$ cat src/rtl/baud_tick_gen_if.sv
// Baud tick generator bus: divisor, channel enables, RX realign, tick/error outputs.
// master drives divisor/enables/rx_sync; slave (the generator) drives ticks and div_err.
interface baud_tick_gen_if #(
  parameter int DIV_W  = 16,
  parameter int FRAC_W = 4
);
  logic [DIV_W-1:0]  div_int;
  logic [FRAC_W-1:0] div_frac;
  logic              tx_en;
  logic              rx_en;
  logic              rx_sync;
  logic              tick_tx;
  logic              tick_rx;
  logic              div_err;

  modport master (
    output div_int, div_frac, tx_en, rx_en, rx_sync,
    input  tick_tx, tick_rx, div_err
  );

  modport slave (
    input  div_int, div_frac, tx_en, rx_en, rx_sync,
    output tick_tx, tick_rx, div_err
  );
endinterface

$ cat src/rtl/baud_tick_gen.sv
// Dual-channel (TX/RX) baud tick generator with optional fractional divisor.
// Ports: pclk, preset (sync, active-high), bus (slave modport: div_int,
// div_frac, tx_en, rx_en, rx_sync in; tick_tx, tick_rx, div_err out).
// Macro BAUD_FRAC_EN enables the fractional accumulator; otherwise
// div_frac is ignored and every period is div_int cycles.

module baud_chan #(
  parameter int DIV_W  = 16,
  parameter int FRAC_W = 4
) (
  input  logic              clk_i,
  input  logic              rst_i,
  input  logic              en_i,
  input  logic              sync_i,
  input  logic [DIV_W-1:0]  div_i,
  input  logic [FRAC_W-1:0] frac_i,
  output logic              tick_o
);
  localparam int PW = DIV_W + 1;

  // per_q is the shadow period; zero means "not started" so the
  // next enabled edge latches the divisor and begins counting.
  logic [DIV_W-1:0] cnt_q, cnt_d;
  logic [PW-1:0]    per_q, per_d;
  logic             half_q, half_d;
  logic             tick_q, tick_d;
  logic [PW-1:0]    base;
  logic [DIV_W-1:0] half;
  logic             wrap;
  logic             carry;

`ifdef BAUD_FRAC_EN
  logic [FRAC_W-1:0] acc_q, acc_d;
  logic [FRAC_W:0]   sum;
`else
  logic unused_frac;
  assign unused_frac = ^frac_i;
`endif

  always_comb begin
    base = (div_i < DIV_W'(2)) ? PW'(2) : {1'b0, div_i};
    half = div_i >> 1;
    if (half == '0) half = DIV_W'(1);
    wrap = (per_q != '0) && ({1'b0, cnt_q} == per_q - PW'(1));
`ifdef BAUD_FRAC_EN
    sum   = {1'b0, acc_q} + {1'b0, frac_i};
    carry = sum[FRAC_W];
    acc_d = acc_q;
`else
    carry = 1'b0;
`endif
    cnt_d  = cnt_q;
    per_d  = per_q;
    half_d = half_q;
    tick_d = 1'b0;
    if (!en_i) begin
      cnt_d  = '0;
      per_d  = '0;
      half_d = 1'b0;
`ifdef BAUD_FRAC_EN
      acc_d  = '0;
`endif
    end else if (sync_i) begin
      // realign: run one half period, then full periods resume
      cnt_d  = '0;
      per_d  = {1'b0, half};
      half_d = 1'b1;
    end else if (per_q == '0) begin
      cnt_d  = '0;
      per_d  = base;
      half_d = 1'b0;
    end else if (wrap) begin
      cnt_d  = '0;
      tick_d = 1'b1;
      half_d = 1'b0;
      if (half_q) begin
        // end of a realign half period leaves the accumulator alone
        per_d = base;
      end else begin
        per_d = base + PW'(carry);
`ifdef BAUD_FRAC_EN
        acc_d = sum[FRAC_W-1:0];
`endif
      end
    end else begin
      cnt_d = cnt_q + DIV_W'(1);
    end
  end

  always_ff @(posedge clk_i) begin
    if (rst_i) begin
      cnt_q  <= '0;
      per_q  <= '0;
      half_q <= 1'b0;
      tick_q <= 1'b0;
`ifdef BAUD_FRAC_EN
      acc_q  <= '0;
`endif
    end else begin
      cnt_q  <= cnt_d;
      per_q  <= per_d;
      half_q <= half_d;
      tick_q <= tick_d;
`ifdef BAUD_FRAC_EN
      acc_q  <= acc_d;
`endif
    end
  end

  assign tick_o = tick_q;
endmodule

module baud_tick_gen #(
  parameter int DIV_W  = 16,
  parameter int FRAC_W = 4
) (
  input  logic           pclk,
  input  logic           preset,
  baud_tick_gen_if.slave bus
);
  logic div_err_q, div_err_d;
  logic tx_tick, rx_tick;

  baud_chan #(.DIV_W(DIV_W), .FRAC_W(FRAC_W)) u_tx (
    .clk_i  (pclk),
    .rst_i  (preset),
    .en_i   (bus.tx_en),
    .sync_i (1'b0),
    .div_i  (bus.div_int),
    .frac_i (bus.div_frac),
    .tick_o (tx_tick)
  );

  baud_chan #(.DIV_W(DIV_W), .FRAC_W(FRAC_W)) u_rx (
    .clk_i  (pclk),
    .rst_i  (preset),
    .en_i   (bus.rx_en),
    .sync_i (bus.rx_sync),
    .div_i  (bus.div_int),
    .frac_i (bus.div_frac),
    .tick_o (rx_tick)
  );

  assign div_err_d = bus.div_int < DIV_W'(2);

  always_ff @(posedge pclk) begin
    if (preset) div_err_q <= 1'b0;
    else        div_err_q <= div_err_d;
  end

  assign bus.tick_tx = tx_tick;
  assign bus.tick_rx = rx_tick;
  assign bus.div_err = div_err_q;
endmodule

$ cat src/flat_wrapper.sv
// flat-port wrapper written by rule: the top's interface ports become plain ports
module baud_tick_gen_flat 
#(
  parameter int DIV_W  = 16,
  parameter int FRAC_W = 4
)
  (pclk, preset, bus_div_int, bus_div_frac, bus_tx_en, bus_rx_en, bus_rx_sync, bus_tick_tx, bus_tick_rx, bus_div_err);
  baud_tick_gen_if #(.DIV_W(DIV_W), .FRAC_W(FRAC_W)) bus_i ();
  input  logic pclk;
  input  logic preset;
  input wire logic [$bits(bus_i.div_int)-1:0] bus_div_int;
  input wire logic [$bits(bus_i.div_frac)-1:0] bus_div_frac;
  input wire logic [$bits(bus_i.tx_en)-1:0] bus_tx_en;
  input wire logic [$bits(bus_i.rx_en)-1:0] bus_rx_en;
  input wire logic [$bits(bus_i.rx_sync)-1:0] bus_rx_sync;
  output wire logic [$bits(bus_i.tick_tx)-1:0] bus_tick_tx;
  output wire logic [$bits(bus_i.tick_rx)-1:0] bus_tick_rx;
  output wire logic [$bits(bus_i.div_err)-1:0] bus_div_err;
  assign bus_i.div_int = bus_div_int;
  assign bus_i.div_frac = bus_div_frac;
  assign bus_i.tx_en = bus_tx_en;
  assign bus_i.rx_en = bus_rx_en;
  assign bus_i.rx_sync = bus_rx_sync;
  assign bus_tick_tx = bus_i.tick_tx;
  assign bus_tick_rx = bus_i.tick_rx;
  assign bus_div_err = bus_i.div_err;
  baud_tick_gen #(.DIV_W(DIV_W), .FRAC_W(FRAC_W)) u_core (.pclk(pclk), .preset(preset), .bus(bus_i));
endmodule
$ cat config.mk
export PLATFORM = sky130hd
export DESIGN_NAME = baud_tick_gen_flat
export DESIGN_NICKNAME = d
export VERILOG_FILES = /design/src/rtl/baud_tick_gen_if.sv /design/src/rtl/baud_tick_gen.sv /design/src/flat_wrapper.sv
export SDC_FILE = /design/constraint.sdc
export NUM_CORES = 1
export LEC_CHECK = 0
export CORE_ASPECT_RATIO = 1.1
export CORE_MARGIN = 2
export CORE_UTILIZATION = 40
export CTS_BUF_LIST = sky130_fd_sc_hd__clkbuf_16
export DETAILED_ROUTE_END_ITERATION = 12
export HOLD_SLACK_MARGIN = 0.02
export PLACE_DENSITY = 0.65
export REMOVE_ABC_BUFFERS = 1
export SYNTH_ARGS = -nofsm -noshare
export SYNTH_HDL_FRONTEND = slang
export SYNTH_SLANG_ARGS = --single-unit
$ cat constraint.sdc
create_clock -name pclk -period 4 [get_ports pclk]
set_input_delay 0.6 -clock pclk [delete_from_list [all_inputs] [get_ports pclk]]
set_output_delay 0.6 -clock pclk [all_outputs]
set_load 0.005 [all_outputs]
==> impl_results.md, run 1 <==
- Synth Warn #: 0
- Synthesized area: 4410 µm²
- Largest net degree at the start of global routing: 34
- Fillers: 1080
- Min Hold Slack: 0.504 ns
- Routed length per instance: 14.9 µm
- Reg-to-reg slack, setup: 0.72 ns
- # setup viols final: 0
- Die H: 114 µm
- Hold Violations, Final: 0
- Clock tree sinks: 67
- Status: finished clean
- Initial Util: 40.6%
- Worst-margin pin slew: 1.04 ns
- Via count: 3944
- CTS root buf: clkbuf_16
- PwrDens: 563 nW/µm²
- Max Fclk: 0.304 GHz
- Residual DRC count: 0
- Final worst path period share: 82.1%
- Drt pass-1 iters: 4
- CTS tree: built
- Number of synthesized register bits: 67
- Number of hold buffers added after CTS: 0
- IO Count: 28
- Die X-Extent: 104 µm
- Post-route ant nets: 0
- Setup crit start: u_core.u_rx.per_q[0]$_SDFFE_PP0P_
- Num CTS Buffers: 9
- Dominant cells by area after synthesis: dfxtp_1 (30%), xnor2_1 (7.5%), xor2_1 (6.2%), nor3_1 (4.9%), nand3_1 (4.3%)
- Routability congestion estimate: 0.892
- Leakage power: 1.71 nW
- Initial antenna violation count: 0
- Unrepaired setup endpoints after global routing: false
- EDFF count, synth: 0
- Cts repair resizes: 0
- Slowest cell on crit path: nand4_2
- Nets: 576
- Yosys cell types: 59
- Core area: 10900 µm²
- Max_cap viols: 0
- Max Clock Skew: 0.00860 ns
- Register clock-pin slew on the reported worst setup and hold paths: 0.06 ns
- Top cell type by total area after synthesis: dfxtp_1
- Setup TNS: 0 ns
- Layout cells sized above 1: 9.60%
- Hold crit path type: flop to flop
- Tmin final: 3.28 ns
- Cell with the most instances after synthesis: dfxtp_1
- Sequential Power Share: 28.6%
- Internal power: 1.75 mW
- Synth Instances: 542
- Inserted Diodes: 0
- R2R Path Start: u_core.u_rx.per_q[0]$_SDFFE_PP0P_
- Clk network pwr share: 31.9%
- Final std cells w/o fill: 699
- Setup Fix Bufs, Post-CTS: 0
- Switching share of power: 38.8%
- Pins Over Slew Limit: 0
- Synth cell count leaders: dfxtp_1 (67), nor3_1 (43), nor2_1 (42)
- Worst path required time: 4.19 ns
- Mean post-synth cell area: 8.14 µm²
- Clk_lat worst skew: 0.34 ns
- Slew margin rel.: 30.0%
- Worst path max stage delay: 0.52 ns
- Iteration-0 DRC Markers: 245
- CP arrival: 3.48 ns
- Layout area overhead: 14.8%
- CP endpoint kind: flop
- Port bufs: 23
- Critical Path Fanout Max: 17
- Die ar.: 11900 µm²
- Yosys top cell area share: 30.4%
- DP Cell Count: 683
- P_sw: 1.11 mW
- GRT overflow: 0
- Drt via density: 5.64
- Crit Path Class: flop to flop
- Total track usage: 18.3%
- Crit path cell chain: inv_1 -> ha_1 -> or4b_4 -> nor4b_4 -> o41ai_1 -> a2111oi_2 -> nand4_2 -> a221oi_1 -> a311oi_1
- Combinational share of power: 39.5%
- HPWL Detailed: 7570 µm
- Number of global-route vias before repair: 3803
- Clock Path Buffers: 2
- Hold path start: u_core.u_rx.per_q[15]$_SDFFE_PP0P_
- Top FF cell, synth: dfxtp_1
- Final wirelength: 10400 µm
- Max H-tree Level: 3
- First-pass GRT wire length: 17800 µm
- Row count: 40
- Setup crit start kind: flop
- Worst vdd ir: 0.387 mV
- Sequential share of the synthesized area: 30.4%
- Ys async rst share: 0%
==> cell type report <==
cell class                      count  area [µm²]  share of cell area (%)
Multi-Input combinational cell    427        2870                    56.6
Sequential cell                    67        1340                    26.5
Timing Repair Buffer               31         290                    5.73
Clock buffer                        9         225                    4.44
Tap cell                          147         184                    3.63
Clock inverter                      7         115                    2.27
Inverter                           11        41.3                   0.815
==> through the flow <==
stage | util (%) | setup slack (ns) | area, µm² | power, mW
4_1_cts | 46.7 | 0.730 | 5070 | 2.86
6_report | 46.7 | 0.716 | 5070 | 2.85
2_1_floorplan | - | -0.952 | 4240 | 1.61
5_1_grt | 46.7 | 0.397 | 5070 | 3.01
3_5_place_dp | 43.5 | 0.769 | 4730 | 1.94
3_3_place_gp | 43.5 | 0.837 | 4730 | 1.91
==> metal layers <==
layer	GRT usage, %	part of all wire (%)	wire length, µm	vias up
met5	0	0	0	-
met4	6.85	1.8	191	0
met2	33.6	52	5450	52
li1	-	-	-	1992
met1	20.5	43	4470	1884
met3	4.55	2.7	285	16
==> flip-flops by register name (all words and copies together), names as in the netlist <==
signal and count:
u_core.bus.div_err 1, u_core.u_rx.cnt_q 16, u_core.u_rx.per_q 16, u_core.u_rx.tick_o 1
u_core.u_tx.cnt_q 16, u_core.u_tx.per_q 16, u_core.u_tx.tick_o 1
==> worst max-delay path, delay by kind of cell (launching register included) <==
kind	cells	cell delay [ns]
DFF	1	0.40
and+or+nand+nor	3	1.28
adders and majority gates	1	0.26
buffers and inverters	1	0.13
AOI/OAI and AO/OA	4	1.07
==> final timing paths <==
kind,endpoint,depth (start not counted)
worst max register to register,u_core.u_rx.per_q[0]$_SDFFE_PP0P_,9
worst min register to register,u_core.u_rx.per_q[15]$_SDFFE_PP0P_,2
worst max-delay path,u_core.u_rx.per_q[0]$_SDFFE_PP0P_,9
worst min-delay path,u_core.u_rx.per_q[15]$_SDFFE_PP0P_,2
==> power by group through the flow <==
stage | logic [mW] | clock network (mW) | registers, mW
after floorplan | 0.806 | 0 | 0.801
after global placement | 1.08 | 0 | 0.825
after detailed placement | 1.12 | 0 | 0.827
after CTS | 1.12 | 0.923 | 0.814
after global routing | 1.24 | 0.949 | 0.827
final | 1.13 | 0.911 | 0.815
==> cell usage in the layout, fill, tap and decap left out, types with 3 or more instances in the layout <==
master	count
dfxtp_1	67
nor3_1	43
nor2_1	42
xnor2_1	38
nand3_1	38
xor2_1	31
nand2_1	28
nand4_1	27
clkdlybuf4s50_1	23
o21a_1	16
o211ai_1	16
nor2b_1	15
inv_1	11
and3_1	11
nor4_1	10
a21oi_1	10
nor2_2	9
clkbuf_16	9
o21ai_0	8
buf_4	8
nand2b_1	7
a221oi_2	7
a221oi_1	7
a211oi_1	6
and2_1	4
ha_1	4
a31oi_1	3
and4_1	3
or3_1	3
bufinv_16	3
==> kinds of logic after synthesis <==
family                   synth area share (%)
adder cells (fa/ha/maj)                  1.13
XOR/XNOR                                 13.7
buffers and inverters                    4.96
multiplexers                            0.964
flip-flops                               30.4
AND/OR/NAND/NOR                          32.8
AO/OA/AOI/OAI                            16.1
No activity file was read; power rests on OpenSTA's default activity.
==> run 2, diff against run 1 <==
- clock period: 4 -> 3.4 ns (I/O delays scaled with it)
==> impl_results.md, run 2 (same netlist as run 1, synthesis figures left out) <==
- Status: finished clean
- GRT overflow: 0 (unchanged)
- Number of global-route vias before repair: 3802 (-0.026%)
- Inserted Diodes: 0 (unchanged)
- CP Capture Point: u_core.u_rx.per_q[13]$_SDFFE_PP0P_
- Initial Util: 40.6% (unchanged)
- Max_cap viols: 0 (unchanged)
- Largest net degree at the start of global routing: 49 (+44%)
- Post-route ant nets: 0 (unchanged)
- Unrepaired setup endpoints after global routing: false
- Cts repair resizes: 0 (unchanged)
- Reg-to-reg slack, setup: 0.45 ns (-0.26 ns)
- Layout area overhead: 13.9%
- Layout cells sized above 1: 9.86% (+0.26 points)
- Num CTS Buffers: 9 (unchanged)
- Total track usage: 18.1% (-0.15 points)
- Iteration-0 DRC Markers: 237 (-3.3%)
- Commonest non-fill, non-tap cell in the layout: dfxtp_1
- Worst path required time: 3.62 ns (-0.57 ns)
- Worst vdd ir: 0.390 mV (+0.76%)
- Residual DRC count: 0 (unchanged)
- First-pass GRT wire length: 17800 µm (-0.50%)
- Final Util: 46.3% (-0.38 points)
- DP Cell Count: 689 (+0.88%)
- Routability congestion estimate: 0.858 (-3.8%)
- Via count: 3925 (-0.48%)
- Crit path cell chain: inv_1 -> ha_1 -> or4b_4 -> nor4b_4 -> o41ai_1 -> a2111oi_2 -> nand4_2 -> buf_4 -> a221oi_1 -> nor3_1
- FF-to-FF path depth: 10 (+1)
- Met1 wire length: 4470 µm (about the same)
- Slew margin rel.: 53.4% (+23 points)
- Setup crit start kind: flop
- Row count: 40 (unchanged)
- CP endpoint kind: flop
- DR WL met2: 5340 µm (-2.1%)
- Most frequent cells in the layout: dfxtp_1 (67), nor3_1 (43), nor2_1 (42), xnor2_1 (38), nand3_1 (38)
- Pre-CTS WS: 0.477 ns (-0.291 ns)
- Die X-Extent: 104 µm (unchanged)
- Slowest cell on crit path: or4b_4
- Port bufs: 23 (unchanged)
- Worst reg2reg path endpoint: u_core.u_rx.per_q[13]$_SDFFE_PP0P_
- Setup crit start: u_core.u_rx.per_q[0]$_SDFFE_PP0P_
- Max H-tree Level: 3 (unchanged)
- Critical Path Fanout Max: 17 (unchanged)
- Tmin final: 2.95 ns (-0.337 ns)
- Max Fclk: 0.339 GHz (+11%)
- Drt pass-1 iters: 5 (+1)
- Register clock-pin slew on the reported worst setup and hold paths: 0.05 ns (about the same)
- Final wirelength: 10200 µm (-1.6%)
- Clock tree sinks: 67 (unchanged)
- # setup viols final: 0 (unchanged)
- Routed length per instance: 14.5 µm (-2.5%)
- Final Worst Setup Slack: 0.452 ns (-0.263 ns)
- Crit Path Class: flop to flop
- Met3 routed WL: 222 µm (-22%)
- CP arrival: 3.16 ns (-0.32 ns)
- PwrDens: 617 nW/µm² (+9.7%)
- Initial antenna violation count: 0 (unchanged)
- Clock Path Buffers: 2 (unchanged)
- PnR Total Power: 3.10 mW (+8.8%)
- Worst path max stage delay: 0.50 ns (-0.02 ns)
- Clk_lat worst skew: 0.34 ns (about the same)
- Final std cells w/o fill: 705 (+0.86%)
- IO Count: 28 (unchanged)
- Hold Violations, Final: 0 (unchanged)
- Nets: 582 (+1.0%)
- Final worst path period share: 86.7% (+4.6 points)
- Die H: 114 µm (unchanged)
- Number of hold buffers added after CTS: 0 (unchanged)
- Hold crit path type: flop to flop
- CTS root buf: clkbuf_16
- Hold path start: u_core.u_rx.per_q[15]$_SDFFE_PP0P_
- Die ar.: 11900 µm² (unchanged)
- Pins Over Slew Limit: 0 (unchanged)
- Leakage power: 1.72 nW (+0.13%)
- Max Clock Skew: 0.00567 ns (-0.00293 ns)
- Fillers: 1093 (+1.2%)
- CTS tree: built
- Top sig layer: met4
- HPWL Detailed: 7670 µm (+1.4%)
- Worst-margin pin slew: 0.690 ns (-0.354 ns)
- Core area: 10900 µm² (unchanged)
- Drt via density: 5.57 (-1.3%)
- R2R Path Start: u_core.u_rx.per_q[0]$_SDFFE_PP0P_
- Setup Fix Bufs, Post-CTS: 0 (unchanged)
==> run 2: cell count changes in the layout (fill, tap and decap cells not counted) <==
cell,change
buf_4,+6
bufinv_16,-3
clkinv_1,+1
clkinv_2,+1
clkinvlp_4,-1
inv_1,+3
inv_6,-1
==> run 2: worst min path at each step <==
stage / end / depth (start not counted)
after CTS: u_core.u_rx.per_q[15]$_SDFFE_PP0P_ / 2
after global placement: u_core.u_rx.per_q[15]$_SDFFE_PP0P_ / 2
after detailed placement: u_core.u_rx.per_q[15]$_SDFFE_PP0P_ / 2
after floorplan: u_core.u_rx.per_q[15]$_SDFFE_PP0P_ / 2
after global routing: u_core.u_rx.per_q[15]$_SDFFE_PP0P_ / 2
final: u_core.u_rx.per_q[15]$_SDFFE_PP0P_ / 2
==> run 2: layer usage <==
metal  up-vias  GRT usage (%)
li1       2007              -
met1      1862           20.2
met2        38           33.9
met3        18           4.27
met4         0           6.22
met5         -              0
==> run 2: through the flow <==
| stage | hold slack, ns | setup TNS [ns] | instance area, µm² |
|---|---|---|---|
| finish | 0.505 | 0 | 5030 |
| global route | 0.535 | 0 | 5030 |
| CTS | 0.508 | 0 | 5030 |
| detailed placement | 0.501 | 0 | 4770 |
| global placement | 0.493 | 0 | 4770 |
| floorplan | 0.462 | -45.28 | 4240 |
==> run 2: layout make-up <==
| cell class | instances | area, µm² | area share, % |
|---|---|---|---|
| clock buffers | 9 | 225 | 4.48 |
| repair buffers | 37 | 335 | 6.67 |
| clock inverters | 7 | 28.8 | 0.573 |
| inverters | 11 | 41.3 | 0.822 |
| multi-input cells | 427 | 2870 | 57.1 |
| flip-flops and latches | 67 | 1340 | 26.7 |
| well taps | 147 | 184 | 3.66 |
==> run 2: worst max-delay path, delay by kind of cell, from the launching register on <==
kind | cells | cell delay [ns]
AND/OR/NAND/NOR | 4 | 0.98
AO/OA/AOI/OAI | 3 | 0.84
flip-flops | 1 | 0.39
buffers and inverters | 2 | 0.35
adder cells (fa/ha/maj) | 1 | 0.26
==> run 2: power breakdown <==
group	switching (mW)	total (mW)	internal (mW)
Sequential	0.109	0.959	0.851
Clock	0.329	0.805	0.476
Combinational	0.825	1.34	0.512
